--- config.mk ---
export PLATFORM = sky130hd
export DESIGN_NAME = survivor_mem_flat
export DESIGN_NICKNAME = d
export VERILOG_FILES = /design/src/rtl/viterbi_pkg.sv /design/src/rtl/survivor_mem_if.sv /design/src/rtl/survivor_mem_min_metric_sel.sv /design/src/rtl/survivor_mem.sv /design/src/flat_wrapper.sv
export SDC_FILE = /design/constraint.sdc
export NUM_CORES = 1
export LEC_CHECK = 0
export ABC_CLOCK_PERIOD_IN_PS = 5400
export CORE_MARGIN = 4
export CORE_UTILIZATION = 52
export CTS_CLUSTER_SIZE = 25
export DETAILED_ROUTE_END_ITERATION = 8
export PLACE_DENSITY = 0.8
export RECOVER_POWER = 50
export SLEW_MARGIN = 20
export SYNTH_ARGS = -nofsm -noshare
export SYNTH_HDL_FRONTEND = slang
export SYNTH_SLANG_ARGS = --single-unit
--- constraint.sdc ---
create_clock -name clk -period 5.4 [get_ports clk]
set_input_delay 1.08 -clock clk [delete_from_list [all_inputs] [get_ports clk]]
set_output_delay 1.08 -clock clk [all_outputs]
set_load 0.02 [all_outputs]
--- src/rtl/viterbi_pkg.sv ---
// Shared Viterbi decoder constants and types. Sizes follow the legacy param_def
// macros when they are defined, otherwise the default 4-state configuration.
`ifndef MAX_STATE_NUM
`define MAX_STATE_NUM 4
`endif
`ifndef MAX_STATE_REG_NUM
`define MAX_STATE_REG_NUM 2
`endif
`ifndef TRACEBACK_DEPTH
`define TRACEBACK_DEPTH 5
`endif

package viterbi_pkg;

  localparam int NUM_STATES = `MAX_STATE_NUM;
  localparam int ST_W       = `MAX_STATE_REG_NUM;
  localparam int TB_DEPTH   = `TRACEBACK_DEPTH;

  localparam int PM_W  = 8;
  // One spare code above TB_DEPTH-1 so the write counter may sit past the last column.
  localparam int PTR_W = $clog2(TB_DEPTH + 1);

  typedef logic [ST_W-1:0]  state_t;
  typedef logic [PM_W-1:0]  metric_t;
  typedef logic [PTR_W-1:0] ptr_t;

  typedef state_t  [NUM_STATES-1:0] col_t;
  typedef metric_t [NUM_STATES-1:0] metric_vec_t;

  typedef enum logic [1:0] {
    FILL   = 2'd0,
    SELECT = 2'd1,
    TRACE  = 2'd2,
    DONE   = 2'd3
  } sm_state_e;

endpackage

--- src/rtl/survivor_mem_if.sv ---
// ACS-side and traceback-side signals of the survivor memory. The signal names
// keep the legacy port names.
interface survivor_mem_if;
  import viterbi_pkg::*;

  logic        i_acs_valid;
  col_t        i_prv_st;
  metric_vec_t i_path_metric;
  logic        i_tb_done;
  logic        o_ready;
  logic        o_en_t;
  state_t      o_sel_node;
  col_t        o_bck_prv_st;
  logic        o_frame_done;

  modport master (
    output i_acs_valid, i_prv_st, i_path_metric, i_tb_done,
    input  o_ready, o_en_t, o_sel_node, o_bck_prv_st, o_frame_done
  );

  modport slave (
    input  i_acs_valid, i_prv_st, i_path_metric, i_tb_done,
    output o_ready, o_en_t, o_sel_node, o_bck_prv_st, o_frame_done
  );
endinterface

--- src/rtl/survivor_mem_min_metric_sel.sv ---
// Combinational argmin over the per-state path metrics (unsigned, full width);
// a tie resolves to the lowest state index.
module min_metric_sel
  import viterbi_pkg::*;
(
  input  metric_vec_t i_metric,
  output state_t      o_idx
);

  metric_t w_best;

  always_comb begin
    w_best = i_metric[0];
    o_idx  = '0;
    // Strict less-than keeps the earlier index when metrics are equal.
    for (int unsigned i = 1; i < NUM_STATES; i++) begin
      if (i_metric[i] < w_best) begin
        w_best = i_metric[i];
        o_idx  = state_t'(i);
      end
    end
  end

endmodule

--- src/rtl/survivor_mem.sv ---
// Survivor-path memory: buffers one frame of ACS back-pointer columns, picks the
// best final state, then replays the columns newest-first into traceback.
module survivor_mem
  import viterbi_pkg::*;
(
  input  logic           clk,
  input  logic           rst,
  survivor_mem_if.slave  bus
);

  sm_state_e r_state;
  ptr_t      r_wr_cnt;
  ptr_t      r_rd_ptr;
  state_t    r_sel_node;
  col_t      r_mem [TB_DEPTH];

  state_t    w_min_idx;
  logic      w_wr;
  logic      w_last_wr;

  min_metric_sel u_min_metric_sel (
    .i_metric (bus.i_path_metric),
    .o_idx    (w_min_idx)
  );

  assign w_wr      = (r_state == FILL) && bus.i_acs_valid;
  assign w_last_wr = w_wr && (r_wr_cnt == ptr_t'(TB_DEPTH - 1));

  // Column storage has no reset; stale contents are never presented.
  always_ff @(posedge clk) begin
    if (w_wr) begin
      r_mem[r_wr_cnt] <= bus.i_prv_st;
    end
  end

  always_ff @(posedge clk) begin
    if (!rst) begin
      r_state    <= FILL;
      r_wr_cnt   <= '0;
      r_rd_ptr   <= '0;
      r_sel_node <= '0;
    end else begin
      case (r_state)
        FILL: begin
          if (w_wr) begin
            r_wr_cnt <= r_wr_cnt + ptr_t'(1);
          end
          if (w_last_wr) begin
            r_sel_node <= w_min_idx;
            r_rd_ptr   <= ptr_t'(TB_DEPTH - 1);
            r_state    <= SELECT;
          end
        end
        SELECT: begin
          r_state <= TRACE;
        end
        TRACE: begin
          // Column 0 repeats once the pointer bottoms out.
          if (r_rd_ptr != '0) begin
            r_rd_ptr <= r_rd_ptr - ptr_t'(1);
          end
          if (bus.i_tb_done) begin
            r_state <= DONE;
          end
        end
        DONE: begin
          r_wr_cnt <= '0;
          r_state  <= FILL;
        end
        default: begin
          r_state <= FILL;
        end
      endcase
    end
  end

  assign bus.o_ready      = (r_state == FILL);
  assign bus.o_en_t       = (r_state == TRACE);
  assign bus.o_frame_done = (r_state == DONE);
  assign bus.o_sel_node   = r_sel_node;
  assign bus.o_bck_prv_st = (r_state == TRACE) ? r_mem[r_rd_ptr] : '0;

endmodule

--- src/flat_wrapper.sv ---
// flat-port wrapper written by rule: the top's interface ports become plain ports
module survivor_mem_flat import viterbi_pkg::*;
  (clk, rst, bus_i_acs_valid, bus_i_prv_st, bus_i_path_metric, bus_i_tb_done, bus_o_ready, bus_o_en_t, bus_o_sel_node, bus_o_bck_prv_st, bus_o_frame_done);
  survivor_mem_if bus_i ();
  input  logic clk;
  input  logic rst;
  input wire logic [$bits(bus_i.i_acs_valid)-1:0] bus_i_acs_valid;
  input wire logic [$bits(bus_i.i_prv_st)-1:0] bus_i_prv_st;
  input wire logic [$bits(bus_i.i_path_metric)-1:0] bus_i_path_metric;
  input wire logic [$bits(bus_i.i_tb_done)-1:0] bus_i_tb_done;
  output wire logic [$bits(bus_i.o_ready)-1:0] bus_o_ready;
  output wire logic [$bits(bus_i.o_en_t)-1:0] bus_o_en_t;
  output wire logic [$bits(bus_i.o_sel_node)-1:0] bus_o_sel_node;
  output wire logic [$bits(bus_i.o_bck_prv_st)-1:0] bus_o_bck_prv_st;
  output wire logic [$bits(bus_i.o_frame_done)-1:0] bus_o_frame_done;
  assign bus_i.i_acs_valid = bus_i_acs_valid;
  assign bus_i.i_prv_st = bus_i_prv_st;
  assign bus_i.i_path_metric = bus_i_path_metric;
  assign bus_i.i_tb_done = bus_i_tb_done;
  assign bus_o_ready = bus_i.o_ready;
  assign bus_o_en_t = bus_i.o_en_t;
  assign bus_o_sel_node = bus_i.o_sel_node;
  assign bus_o_bck_prv_st = bus_i.o_bck_prv_st;
  assign bus_o_frame_done = bus_i.o_frame_done;
  survivor_mem u_core (.clk(clk), .rst(rst), .bus(bus_i));
endmodule
Yosys cells after proc, flatten, opt, wreduce, memory -nomap -nowiden --
Memories as Yosys holds them, arrays and structs flattened. A register that Yosys moved wholly into a read port is not among the register bits. Cells that the tools add are included.
Word-level totals: flip-flop bits (word level) 10, bits in latches 0, memory bits (writable) 40, bits in read-only memories 0, input port bits 44, output and inout bits 13, logic and storage cells 46, memories kept 1
Cells by class: $add $sub $neg 2, multipliers 0, divide/modulo/power cells 0, order comparisons 3, equality and inequality tests 8, shift-type cells 0, multiplexer cells 18, bitwise gates (word level) 0, reductions and logical operators 10
Memory list:
- u_core.r_mem | depth 5, width 8, read ports 1, clocked after memory_dff 1, wr ports 1, line survivor_mem.sv:15 | col_t r_mem [TB_DEPTH];
Operators with widths (number):
- less-than comparator 8 bit | 3
- two-way mux 8 bit | 3
- two-way mux 3 bit | 5
- one-hot mux 3 bit (2 select lines) | 2
- two-way mux 2 bit | 4
- one-hot mux 2 bit (4 select lines) | 1
- != test 2 x 1 -> 1 bit, second input constant | 3
- AND reduction 2 bit | 3
- equality test 2 bit, second input constant | 2
- nonzero test 2 bit | 2
- adder 3 x 1 -> 3 bit, second input constant | 1
- equality test 3 bit, second input constant | 1
- two-way mux 1 bit | 3
- AND reduction 3 bit | 1
- nonzero test 3 bit | 1
- subtractor 3 x 1 -> 3 bit, second input constant | 1
- equality test 2 x 1 -> 1 bit, second input constant | 1
- logical AND 1 bit | 2
- logical NOT 2 bit | 1
- != test 2 bit, second input constant | 1

Logic depth before layout (Yosys ltp) --
word-level depth 7, gate-level depth with buffers 21, mapped depth without buffers 20

Modules after synthesis --
A second synthesis with hierarchy kept.
Second synthesis, totals: cells, all modules 240, area total of the unflattened synthesis 3064.2 µm²
Modules (own cells, without submodules):
- survivor_mem | instances 1, cells each 148, area each 2294.7 µm², seq. area each 1461.4 µm²
- min_metric_sel | instances 1, cells each 92, area each 769.5 µm², seq. area each 0.0 µm²

Worst setup path before layout --
OpenSTA, ideal clock, no wires.
path type input to register, from input bus_i_path_metric[1], to register u_core.r_sel_node[1], in the netlist u_core.bus.o_sel_node[1], library setup time 74 ps, arrival 4982 ps, required time 5326 ps, setup slack 344 ps, stages on the path 20, buffers on the path 2, path through inv_1 > ha_1 > a2111o_1 > a31oi_1 > buf_6 > mux2i_1 > ha_1 > a211o_1 > a21oi_1 > nand4_1 > mux2_4 > buf_12 > a31o_1 > ha_1 > a21o_1 > a21oi_1 > nor2_1 > o21a_1 > a311o_1 > a31oi_1
Between the ends: cells in the longest elaborated chain, start to end 6, elaborated cells between the ends (all ways) 7, those cells by class order compare (3); mux (4)
RTL lines:
- from (decl) | line flat_wrapper.sv:9 | input wire logic [$bits(bus_i.i_path_metric)-1:0] bus_i_path_metric;
- less-than comparator 8 bit | line survivor_mem_min_metric_sel.sv:17 | if (i_metric[i] < w_best) begin
- two-way mux 8 bit * | line survivor_mem_min_metric_sel.sv:17
- less-than comparator 8 bit | line survivor_mem_min_metric_sel.sv:17
- two-way mux 8 bit | line survivor_mem_min_metric_sel.sv:17
- less-than comparator 8 bit | line survivor_mem_min_metric_sel.sv:17
- two-way mux 2 bit * | line survivor_mem_min_metric_sel.sv:17
- to (signal assigned) | line survivor_mem.sv:49 | r_sel_node <= w_min_idx;
- to (decl) | line survivor_mem.sv:14 | state_t r_sel_node;
Mark *: on every way between the ends. The rest lies on a longest branch, timed or not. A chain may end at the register's enable or synchronous reset.

Worst setup path after layout --
Same ends and word-level chain as after synthesis.

==> impl_metrics.json <==
{
  "whs_ns": 0.573,
  "r2r_slack_ns": 3.24,
  "synth_cell_type_count": 36,
  "synth_common_cells": "40 x edfxtp_1, 28 x ha_1, 19 x a21oi_1, 17 x mux2i_1",
  "p_leak_uw": 0.00159,
  "synth_xor_area_frac": 0,
  "yosys.area_share.simple": 0.0976,
  "critPathLaunch": "bus_i_path_metric[1]",
  "drive_above_1_share": 0.202,
  "crit_path_max_fanout": 7,
  "grt_pass1_vias": 2244,
  "slew_violations": 0,
  "max-slew-margin-rel": 0.495,
  "clock-sinks": 53,
  "yosysTopAreaCell": "edfxtp_1",
  "syn_inst": 245,
  "dr.pass1.iters": 4,
  "fin_crit_ns": 5.19,
  "r2r_cells": 4,
  "synth_top_family_by_area": "compound AO/OA/AOI/OAI gates",
  "hold_viol_final": 0,
  "synth_compound_area_frac": 0.127,
  "fillCellCount": 366,
  "initial_core_util": 0.537,
  "grt_pass1_wl_um": 10700,
  "yosysMostFrequentCell": "edfxtp_1",
  "worstMarginPinSlew_ns": 0.754,
  "io_buffer_count": 56,
  "critPathLaunchType": "input port",
  "cts_max_level": 2,
  "holdPathStages": 2,
  "yosys_warnings": 0,
  "grt_setup_unrepaired": "false",
  "vias": 2238,
  "muxShareOfSynthArea": 0.123,
  "post_drt_via_cell_ratio": 5.62,
  "routabilityCongestion": 0.763,
  "synth_adder_area_share": 0.118,
  "fin_setup_tns_ns": 0,
  "vdd_drop_max_mv": 0.146,
  "syn_area_mm2": 0.00297,
  "wirelength_um": 6670,
  "clock.fmax_mhz": 193,
  "grt_start_max_net_pins": 17,
  "required_ns": 5.62,
  "drc": 0,
  "syn_area_per_cell_um2": 12.1,
  "drv_cap": 0,
  "die_area_mm2": 0.00699,
  "setup_viol": 0,
  "cts_buffers": 5,
  "clock_latency_ns": 0.30,
  "synth_seq_cells": 53,
  "num_rows": 27,
  "synthTopCellsByArea": "edfxtp_1 40%, ha_1 12%, dfxtp_1 8.8%, mux4_2 6.1%, mux2i_1 5.7%",
  "overflow": 0,
  "drtIter0Drc": 101,
  "ctsLongestPathBuffers": 2,
  "core-area_mm2": 0.00554,
  "ys_seq_area_frac": 0.491,
  "grtUsageTotal": 0.192,
  "dieHeight_um": 83.6,
  "fin_crit_sh": 0.961,
  "timing.rr.start": "u_core.r_state[0]$_SDFFE_PN0P_",
  "ant_nets": 0,
  "dp_hpwl_um": 4810,
  "antenna_found_initial": 0,
  "hp-class": "flip-flop to flip-flop",
  "crit_path_end_kind": "flip-flop",
  "hold_path.startpoint": "u_core.r_wr_cnt[1]$_SDFFE_PN0P_",
  "status": "completed",
  "wl_per_cell_um": 16.8,
  "r2r-end": "u_core.r_mem[2][2]$_DFFE_PP_",
  "async_flop_share": 0,
  "cts_tree": "yes",
  "clk_pin_slew_ns": 0.09,
  "synthFlopType": "edfxtp_1",
  "synth-edff-count": 40,
  "syn_to_final_growth_pct": 34.8,
  "hold_path_end": "u_core.r_wr_cnt[1]$_SDFFE_PN0P_",
  "synth_top_area_frac": 0.404,
  "crit_type": "input port to flip-flop",
  "diodes": 0,
  "pin_count": 57,
  "worstPathArrival_ns": 5.41,
  "powerDensity_mw_per_mm2": 259,
  "fp.dieW_um": 83.6,
  "skew_ns": 0.00861,
  "syn_nets": 317,
  "nets": 397,
  "root_buffer": "clkbuf_8"
}
[kinds of logic after synthesis]
family | Yosys count
AOI/OAI and AO/OA | 58
and+or+nand+nor | 54
DFF | 53
adders and majority gates | 28
buffers and inverters | 26
muxes | 26
[report_power, final]
group	switching, µW	internal [µW]	total (µW)
registers	17.8	475	493
logic	140	148	288
clock network	119	137	256
[cell usage in the layout, fill, tap and decap left out, types with 2 or more instances in the layout]
cell type	n
a31o_1	7
ha_4	2
buf_6	2
o211ai_1	2
nor2b_1	16
a21o_1	2
nor3_1	2
mux2i_1	10
a21oi_2	5
dlygate4sd3_1	10
nor2_1	7
clkbuf_1	2
nand4_1	3
mux2i_2	7
buf_4	23
clkdlybuf4s50_1	32
dlymetal6s2s_1	12
a211o_1	2
o21ai_0	9
inv_2	2
nand3_1	5
clkbuf_8	5
ha_1	24
nand2b_1	2
nor3_2	2
ha_2	2
o21ai_1	2
a31oi_1	3
nand2_1	9
o21a_1	4
a21oi_1	13
nand2_2	2
mux4_2	8
a22oi_1	3
and4_1	2
dfxtp_1	13
inv_1	14
edfxtp_1	40
[worst max path at each step]
stage / to / slack (ns)
CTS: u_core.bus.o_sel_node[1]$_SDFFE_PN0P_ / 0.001
global route: u_core.bus.o_sel_node[1]$_SDFFE_PN0P_ / 0.03
finish: u_core.bus.o_sel_node[1]$_SDFFE_PN0P_ / 0.21
detailed placement: u_core.bus.o_sel_node[1]$_SDFFE_PN0P_ / -0.33
floorplan: u_core.bus.o_sel_node[1]$_SDFFE_PN0P_ / 0.34
global placement: u_core.bus.o_sel_node[1]$_SDFFE_PN0P_ / -0.17
[layout make-up]
class | count | area (µm²) | share of cell area
clock buffers | 6 | 72.6 | 0.0181
clock inverters | 2 | 33.8 | 0.00842
inverters | 16 | 60.1 | 0.0150
multi-input cells | 167 | 1500 | 0.375
flip-flops and latches | 53 | 1460 | 0.364
well taps | 72 | 90.1 | 0.0225
repair buffers | 82 | 788 | 0.197
[per-stage QoR]
stage	cell area [µm²]	worst slack, ns	total power, µW	utilization	cells
4_1_cts	3890	0.00102	1020	0.702	397
5_1_grt	4010	0.0293	1090	0.724	398
2_1_floorplan	2970	0.344	660	-	245
3_5_place_dp	3710	-0.334	760	0.669	383
6_report	4010	0.211	1040	0.724	398
3_3_place_gp	3710	-0.173	747	0.669	383
[flip-flops by register name, summed over array words and instances, names as in the netlist, named ones only]
| register | count |
|---|---|
| u_core.bus.o_sel_node | 2 |
| u_core.r_state | 2 |
| u_core.r_mem | 40 |
| u_core.r_rd_ptr | 3 |
| u_core.r_wr_cnt | 3 |
[routing by layer]
metal,up-vias,share of wire,wire length (µm),global-route usage
li1,1096,-,-,-
met1,1060,0.40,2660,0.235
met2,72,0.52,3490,0.331
met3,10,0.064,425,0.0523
met4,0,0.016,105,0.0541
met5,-,0,0,0
[what timing repair did]
action                                  in CTS  in global routing
pin swaps                                   13                 13
hold buffers                                 0                  0
endpoints found under the setup margin       2                  2
gates cloned                                 1                  0
resized for setup                           11                 32
buffers inserted                             5                  1
[worst max-delay path, stage by stage]
cell	delay (ns)
clkdlybuf4s15_1	0.20
inv_1	0.05
ha_1	0.28
a2111o_1	0.36
a31oi_1	0.16
buf_4	0.21
mux2i_2	0.26
ha_1	0.29
a211o_1	0.31
a21oi_4	0.18
nand4_1	0.17
mux2_4	0.36
buf_4	0.15
a21oi_2	0.14
a31o_1	0.12
ha_1	0.24
a21oi_1	0.15
nor2_1	0.05
o21a_1	0.18
a311o_1	0.30
a31oi_1	0.17
(Power assumes the default switching activity.)
